$ cat src/rtl/mux_scan_ctrl_pkg.sv
// -----------------------------------------------------------------------------
// scan_ctrl_pkg
//
// Shared definitions for the mux scan sequencer:
//   - state_t      : sequencer states (IDLE, ENTER, SETTLE, SAMPLE, DONE)
//   - SCAN_WIDTH   : default number of mux channels
//   - SCAN_LOG_WIDTH : default select width (ceil(log2(SCAN_WIDTH)))
//   - SCAN_DWELL_W : default settle-counter width
// -----------------------------------------------------------------------------
package scan_ctrl_pkg;

  localparam int SCAN_WIDTH     = 32;
  localparam int SCAN_LOG_WIDTH = 5;
  localparam int SCAN_DWELL_W   = 8;

  typedef enum logic [2:0] {
    IDLE   = 3'd0,
    ENTER  = 3'd1,
    SETTLE = 3'd2,
    SAMPLE = 3'd3,
    DONE   = 3'd4
  } state_t;

endpackage

$ cat src/rtl/mux_scan_ctrl_bit_mux.sv
// -----------------------------------------------------------------------------
// scan_bit_mux
//
// WIDTH:1 single-bit multiplexer feeding the scan controller.
//
// Ports:
//   data [WIDTH]     : mux data inputs
//   sel  [LOG_WIDTH] : channel select (the controller keeps it <= WIDTH-1)
//   out  [1]         : data[sel]
// -----------------------------------------------------------------------------
module scan_bit_mux #(
  parameter int WIDTH     = 32,
  parameter int LOG_WIDTH = 5
) (
  input  logic [WIDTH-1:0]     data,
  input  logic [LOG_WIDTH-1:0] sel,
  output logic                 out
);

  assign out = data[sel];

endmodule

$ cat src/rtl/mux_scan_ctrl.sv
// -----------------------------------------------------------------------------
// mux_scan_ctrl
//
// Scan sequencer for a WIDTH:1 bit mux over the user I/O inputs. A start
// request latches dwell and mask, then walks the channels in order: masked
// channels are skipped in one cycle, unmasked channels get an ENTER cycle,
// dwell_q+1 SETTLE cycles and one SAMPLE cycle in which the selected bit is
// captured into the working frame. The completed frame is published on
// frame_o with a one-cycle frame_valid_o pulse. In continuous mode a new
// frame starts directly after the single DONE cycle.
//
// Ports:
//   wb_clk_i        in   clock
//   wb_rst_i        in   synchronous active-high reset
//   start_i         in   start scan (only honoured in IDLE)
//   stop_i          in   abort scan from any busy state (wins over all)
//   continuous_i    in   restart after each frame (sampled in DONE)
//   dwell_i         in   extra settle cycles per channel (latched per frame)
//   mask_i          in   1 = skip channel (latched per frame)
//   data_i          in   mux data inputs
//   sel_o           out  current mux select (registered)
//   busy_o          out  sequencer not in IDLE
//   frame_o         out  last completed frame
//   frame_valid_o   out  one-cycle pulse when frame_o updates
//   irq_clr_i       in   clears irq_o
//   irq_o           out  sticky frame-complete interrupt
//
// Build option:
//   SCAN_IRQ_EN     when defined, irq_o is a sticky flag set with every
//                   frame_valid_o pulse and cleared by irq_clr_i (set wins).
//                   When undefined, irq_o is tied low and irq_clr_i unused.
// -----------------------------------------------------------------------------
module mux_scan_ctrl
  import scan_ctrl_pkg::*;
#(
  parameter int WIDTH     = SCAN_WIDTH,
  parameter int LOG_WIDTH = SCAN_LOG_WIDTH,
  parameter int DWELL_W   = SCAN_DWELL_W
) (
  input  logic                 wb_clk_i,
  input  logic                 wb_rst_i,
  input  logic                 start_i,
  input  logic                 stop_i,
  input  logic                 continuous_i,
  input  logic [DWELL_W-1:0]   dwell_i,
  input  logic [WIDTH-1:0]     mask_i,
  input  logic [WIDTH-1:0]     data_i,
  output logic [LOG_WIDTH-1:0] sel_o,
  output logic                 busy_o,
  output logic [WIDTH-1:0]     frame_o,
  output logic                 frame_valid_o,
  input  logic                 irq_clr_i,
  output logic                 irq_o
);

  localparam logic [LOG_WIDTH-1:0] LAST_SEL = LOG_WIDTH'(WIDTH - 1);
  localparam logic [LOG_WIDTH-1:0] SEL_ONE  = LOG_WIDTH'(1);
  localparam logic [DWELL_W-1:0]   CNT_ONE  = DWELL_W'(1);

  state_t               state;
  logic [LOG_WIDTH-1:0] sel;
  logic [DWELL_W-1:0]   cnt;
  logic [DWELL_W-1:0]   dwell_q;
  logic [WIDTH-1:0]     mask_q;
  logic [WIDTH-1:0]     work;
  logic [WIDTH-1:0]     frame;
  logic                 frame_valid;

  logic                 sel_bit;
  logic                 sel_last;
  logic                 abort;
  logic                 frame_done;

  scan_bit_mux #(
    .WIDTH     (WIDTH),
    .LOG_WIDTH (LOG_WIDTH)
  ) u_bit_mux (
    .data (data_i),
    .sel  (sel),
    .out  (sel_bit)
  );

  // The select never advances past the last channel; reaching it ends the frame.
  assign sel_last   = (sel == LAST_SEL);
  // stop_i only matters once a scan is running; in IDLE it just blocks start_i.
  assign abort      = stop_i && (state != IDLE);
  // The DONE cycle publishes the frame unless it is being aborted.
  assign frame_done = (state == DONE) && !stop_i;

  always_ff @(posedge wb_clk_i) begin
    if (wb_rst_i) begin
      state       <= IDLE;
      sel         <= '0;
      cnt         <= '0;
      dwell_q     <= '0;
      mask_q      <= '0;
      work        <= '0;
      frame       <= '0;
      frame_valid <= 1'b0;
    end else begin
      frame_valid <= 1'b0;
      if (abort) begin
        // Partial frame is dropped; frame/frame_valid keep the last good frame.
        state <= IDLE;
        sel   <= '0;
        work  <= '0;
      end else begin
        case (state)
          IDLE: begin
            if (start_i && !stop_i) begin
              state   <= ENTER;
              sel     <= '0;
              dwell_q <= dwell_i;
              mask_q  <= mask_i;
              work    <= '0;
            end
          end

          ENTER: begin
            if (mask_q[sel]) begin
              // Skipped channel: one cycle, bit forced to zero.
              work[sel] <= 1'b0;
              if (sel_last) begin
                state <= DONE;
              end else begin
                sel <= sel + SEL_ONE;
              end
            end else begin
              cnt   <= dwell_q;
              state <= SETTLE;
            end
          end

          SETTLE: begin
            // Counts dwell_q down to zero, so the mux settles dwell_q+1 cycles.
            if (cnt == '0) begin
              state <= SAMPLE;
            end else begin
              cnt <= cnt - CNT_ONE;
            end
          end

          SAMPLE: begin
            work[sel] <= sel_bit;
            if (sel_last) begin
              state <= DONE;
            end else begin
              sel   <= sel + SEL_ONE;
              state <= ENTER;
            end
          end

          DONE: begin
            frame       <= work;
            frame_valid <= 1'b1;
            sel         <= '0;
            if (continuous_i) begin
              // Back-to-back frame: relatch configuration exactly as a start would.
              state   <= ENTER;
              dwell_q <= dwell_i;
              mask_q  <= mask_i;
              work    <= '0;
            end else begin
              state <= IDLE;
            end
          end

          default: begin
            state <= IDLE;
            sel   <= '0;
          end
        endcase
      end
    end
  end

  assign sel_o         = sel;
  assign busy_o        = (state != IDLE);
  assign frame_o       = frame;
  assign frame_valid_o = frame_valid;

`ifdef SCAN_IRQ_EN
  logic irq;

  // Set on the same edge that raises frame_valid_o; a coincident clear loses.
  always_ff @(posedge wb_clk_i) begin
    if (wb_rst_i) begin
      irq <= 1'b0;
    end else if (frame_done) begin
      irq <= 1'b1;
    end else if (irq_clr_i) begin
      irq <= 1'b0;
    end
  end

  assign irq_o = irq;
`else
  logic unused_irq;

  assign unused_irq = irq_clr_i ^ frame_done;
  assign irq_o      = 1'b0;
`endif

endmodule

$ cat config.mk
export PLATFORM = sky130hd
export DESIGN_NAME = mux_scan_ctrl
export DESIGN_NICKNAME = d
export VERILOG_FILES = /design/src/rtl/mux_scan_ctrl_pkg.sv /design/src/rtl/mux_scan_ctrl_bit_mux.sv /design/src/rtl/mux_scan_ctrl.sv
export SDC_FILE = /design/constraint.sdc
export NUM_CORES = 1
export LEC_CHECK = 0
export BUFFER_PORTS_ARGS = -buffer_cell sky130_fd_sc_hd__clkbuf_2
export CORE_ASPECT_RATIO = 0.8
export CORE_UTILIZATION = 25
export CTS_BUF_LIST = sky130_fd_sc_hd__clkbuf_16
export CTS_CLUSTER_SIZE = 8
export DETAILED_ROUTE_END_ITERATION = 8
export HOLD_SLACK_MARGIN = 0.05
export PLACE_DENSITY = 0.44
export REMOVE_ABC_BUFFERS = 1
export SLEW_MARGIN = 10
export SYNTH_ARGS = -nofsm -noshare
export SYNTH_HDL_FRONTEND = slang
export SYNTH_SLANG_ARGS = --single-unit
export TNS_END_PERCENT = 50
$ cat constraint.sdc
create_clock -name wb_clk_i -period 2.4 [get_ports wb_clk_i]
set_clock_uncertainty 0.05 [all_clocks]
set_input_delay 0.36 -clock wb_clk_i [delete_from_list [all_inputs] [get_ports wb_clk_i]]
set_output_delay 0.36 -clock wb_clk_i [all_outputs]
set_load 0.005 [all_outputs]
==> impl_metrics.env <==
export IMPL_drtIter0Drc=306
export IMPL_wl_per_cell_um=15.16
export IMPL_final_period_utilization_pct=94.56
export IMPL_status="completed"
export IMPL_yosys_top_cells_area="dfxtp_1 44%, nand2_1 14%, a21oi_1 7.3%"
export IMPL_maxSlewHeadroom_pct=64.34
export IMPL_hold_start="mask_i[19]"
export IMPL_seq_area_frac_synth_pct=44.09
export IMPL_holdPathEnd="mask_q[19]"
export IMPL_gr_total_overflow=0
export IMPL_fin_setup_tns_ps=0
export IMPL_clk_latency_ps=410
export IMPL_synthArstFlopShare_pct=0
export IMPL_ir_drop_mv=0.4345
export IMPL_vias=5031
export IMPL_synth_xor_area_share_pct=0.6377
export IMPL_pre_cts_slack_ps=-80.36
export IMPL_grt_max_degree=49
export IMPL_viasPerCell=4.599
export IMPL_htreeDepth=4
export IMPL_drive_above_1_share_pct=28.08
export IMPL_path_cells="buf_4 > mux2_1 > a211o_1 > o22ai_4 > buf_4 > a21oi_4 > buf_12 > and3_1 > o22ai_1"
export IMPL_synth_seq_cells=121
export IMPL_cts_root_buf="clkbuf_16"
export IMPL_netlist_area_um2=5494
export IMPL_cp_slowest_cell="dfxtp_4"
export IMPL_yosys_mux_area_fraction_pct=8.062
export IMPL_power_leakage_nw=2.969
export IMPL_ys_flop_type="dfxtp_1"
export IMPL_cp_required_ps=2680
export IMPL_grt_pass1_vias=4980
export IMPL_whs_path_depth=3
export IMPL_numCtsBuffers=17
export IMPL_synth_top_area_cell="dfxtp_1"
export IMPL_rrSetupSlack_ps=130
export IMPL_wirelength_mm=16.59
export IMPL_hold_viol_final=0
export IMPL_track_usage_pct=15.36
export IMPL_max_cap_violations=0
export IMPL_synth_top_area_share_pct=44.09
export IMPL_fp_dieW_um=167.7
export IMPL_cp_depth=9
export IMPL_startpoint="sel_o[1]"
export IMPL_grt_setup_unrepaired="no"
export IMPL_critical_path_most_common_cell="buf_4"
export IMPL_rows=48
export IMPL_antenna_found_initial=0
export IMPL_synth_top_family_by_area="simple AND/OR/NAND/NOR gates"
export IMPL_io_buffers=115
export IMPL_synthCells=666
export IMPL_start_kind="flip-flop"
export IMPL_die_y_um=134.6
export IMPL_clkTransAtPathRegs_ps=50
export IMPL_hpwlAfterDp_mm=11.81
export IMPL_synth_edf_count=0
export IMPL_yosysUniqueCellTypes=51
export IMPL_final_max_slew_violation_count=0
export IMPL_path_buf_inv=3
export IMPL_syn_to_final_growth_pct=31.52
export IMPL_cts_sinks=121
export IMPL_gp_congestion=0.7692
export IMPL_cts_tree="yes"
export IMPL_diodes=0
export IMPL_dpl_instance_area_um2=6644
export IMPL_grt_pass1_wl_mm=27.06
export IMPL_cpPeakStageDelay_ps=390
export IMPL_critPathKind="flip-flop to flip-flop"
export IMPL_avgSynthCellArea_um2=8.249
export IMPL_setup_violations=0
export IMPL_cp_arrival_ps=2550
export IMPL_yosysMostFrequentCell="nand2_1"
export IMPL_synth_compound_area_share_pct=16.47
export IMPL_dr_pass1_iters=5
export IMPL_tightest_slew_ps=530.7
export IMPL_cts_setup_buffers=0
export IMPL_r2r_start="sel_o[1]"
export IMPL_fmax_mhz=440.6
export IMPL_setup_ws_ps=130.6
export IMPL_ctsHoldBuffers=0
export IMPL_start_util_pct=25.48
export IMPL_crit_family="compound AO/OA/AOI/OAI gates"
export IMPL_final_net_count=892
export IMPL_core_area_um2=21560
export IMPL_worstHoldPathType="primary input to flip-flop"
export IMPL_dieArea_um2=22580
export IMPL_ioPinCount=118
export IMPL_path_max_fanout=25
export IMPL_remaining_drc_errors=0
export IMPL_ys_top_cells_by_count="199 x nand2_1, 121 x dfxtp_1, 80 x a21oi_1"
export IMPL_r2r_cells=9
export IMPL_p_per_area_nw_per_um2=650.5
export IMPL_hold_slack_ps=114.0
export IMPL_yosys_warnings=0
export IMPL_worst_setup_path_end_kind="flip-flop"
export IMPL_fin_crit_ps=2269
export IMPL_yosys_area_share_simple_pct=23.84
export IMPL_clock_path_buffers=2
export IMPL_fin_area_um2=7226
export IMPL_ant_nets=0
export IMPL_r2r_end="work[2]"
export IMPL_synth_fa_ha_area_share_pct=1.594
-- how the worst max path moves through the flow --
stage | end | slack [ps]
floorplan | cnt[0] | -250
global placement | cnt[5] | -60
detailed placement | work[2] | -80
CTS | work[2] | 10
global route | work[0] | 6
finish | work[2] | 130
-- cells in the final DEF, fill, tap and decap left out, types with 2 or more instances in the layout --
master	instances
buf_6	2
nor3_2	2
a31oi_1	4
or3b_2	2
buf_4	52
or3_1	2
nor3_1	3
clkinvlp_4	3
nand2b_1	3
a21oi_1	80
o21ai_0	12
mux4_2	9
nand3_1	7
and2_1	5
nand3b_1	3
clkbuf_2	115
mux4_1	2
a221oi_1	2
mux2_2	5
mux2i_1	12
clkbuf_16	17
nand2_1	199
nor2_1	17
a211o_1	2
dfxtp_1	119
xnor2_1	2
and3b_1	3
nor3b_2	2
xor2_1	2
inv_1	11
clkinv_1	4
nor3b_1	2
ha_1	7
a22oi_1	2
nor4_1	3
buf_12	4
clkinv_2	3
and3_1	37
o22ai_1	33
-- layout make-up --
type	count	area, µm²
Fill cell	2315	14340
Multi-Input combinational cell	486	2836
Sequential cell	121	2427
Timing Repair Buffer	173	1069
Clock buffer	17	425.4
Tap cell	275	344.1
Clock inverter	14	93.84
Inverter	8	30.03
-- worst register-to-register path, cell delays in order (launching register included) --
cell and delay (ps):
dfxtp_4 390, buf_4 120, mux2_1 340, a211o_1 310, o22ai_4 250, buf_4 160
a21oi_4 80, buf_12 160, and3_1 180, o22ai_1 160
-- cell families (layout without fill, tap and decap cells) --
group,after synthesis,after routing
DFF,121,121
other,1,1
buffers and inverters,59,212
AOI/OAI and AO/OA,151,151
adders and majority gates,7,7
and+or+nand+nor,294,294
muxes,29,29
xor gates and xnor gates,4,4
-- routing by layer --
layer | track usage [%] | part of all wire (%)
met1 | 21.69 | 52
met2 | 23.19 | 44
met3 | 3.400 | 3.9
met4 | 4.740 | 0.37
met5 | 0 | 0
-- sequential cells by signal, indices dropped and copies added, names as in the netlist --
signal         count
frame_o           32
sel_o              5
state              3
dwell_q            8
work              32
mask_q            32
cnt                8
frame_valid_o      1
-- report_power, final --
part / total (W) / switching [W] / leakage [nW] / internal, W
sequential: 0.00207 / 0.0000212 / 0.980 / 0.00205
clock: 0.00229 / 0.000909 / 0.258 / 0.00138
combinational: 0.000342 / 0.000191 / 1.73 / 0.000150
-- metrics by stage --
step	total power (W)	cells	utilization, %
finish	0.004700	1094	33.51
global route	0.004904	1094	33.51
CTS	0.004785	1094	33.30
detailed placement	0.002458	1063	30.81
global placement	0.002457	1063	30.81
floorplan	0.002274	615	-
-- timing repair --
action                                  in CTS  in global routing
pin swaps                                    0                  2
endpoints found under the setup margin      35                 44
cloned                                       0                  0
gates resized for setup                      4                 11
No activity file was read; power rests on OpenSTA's default activity.
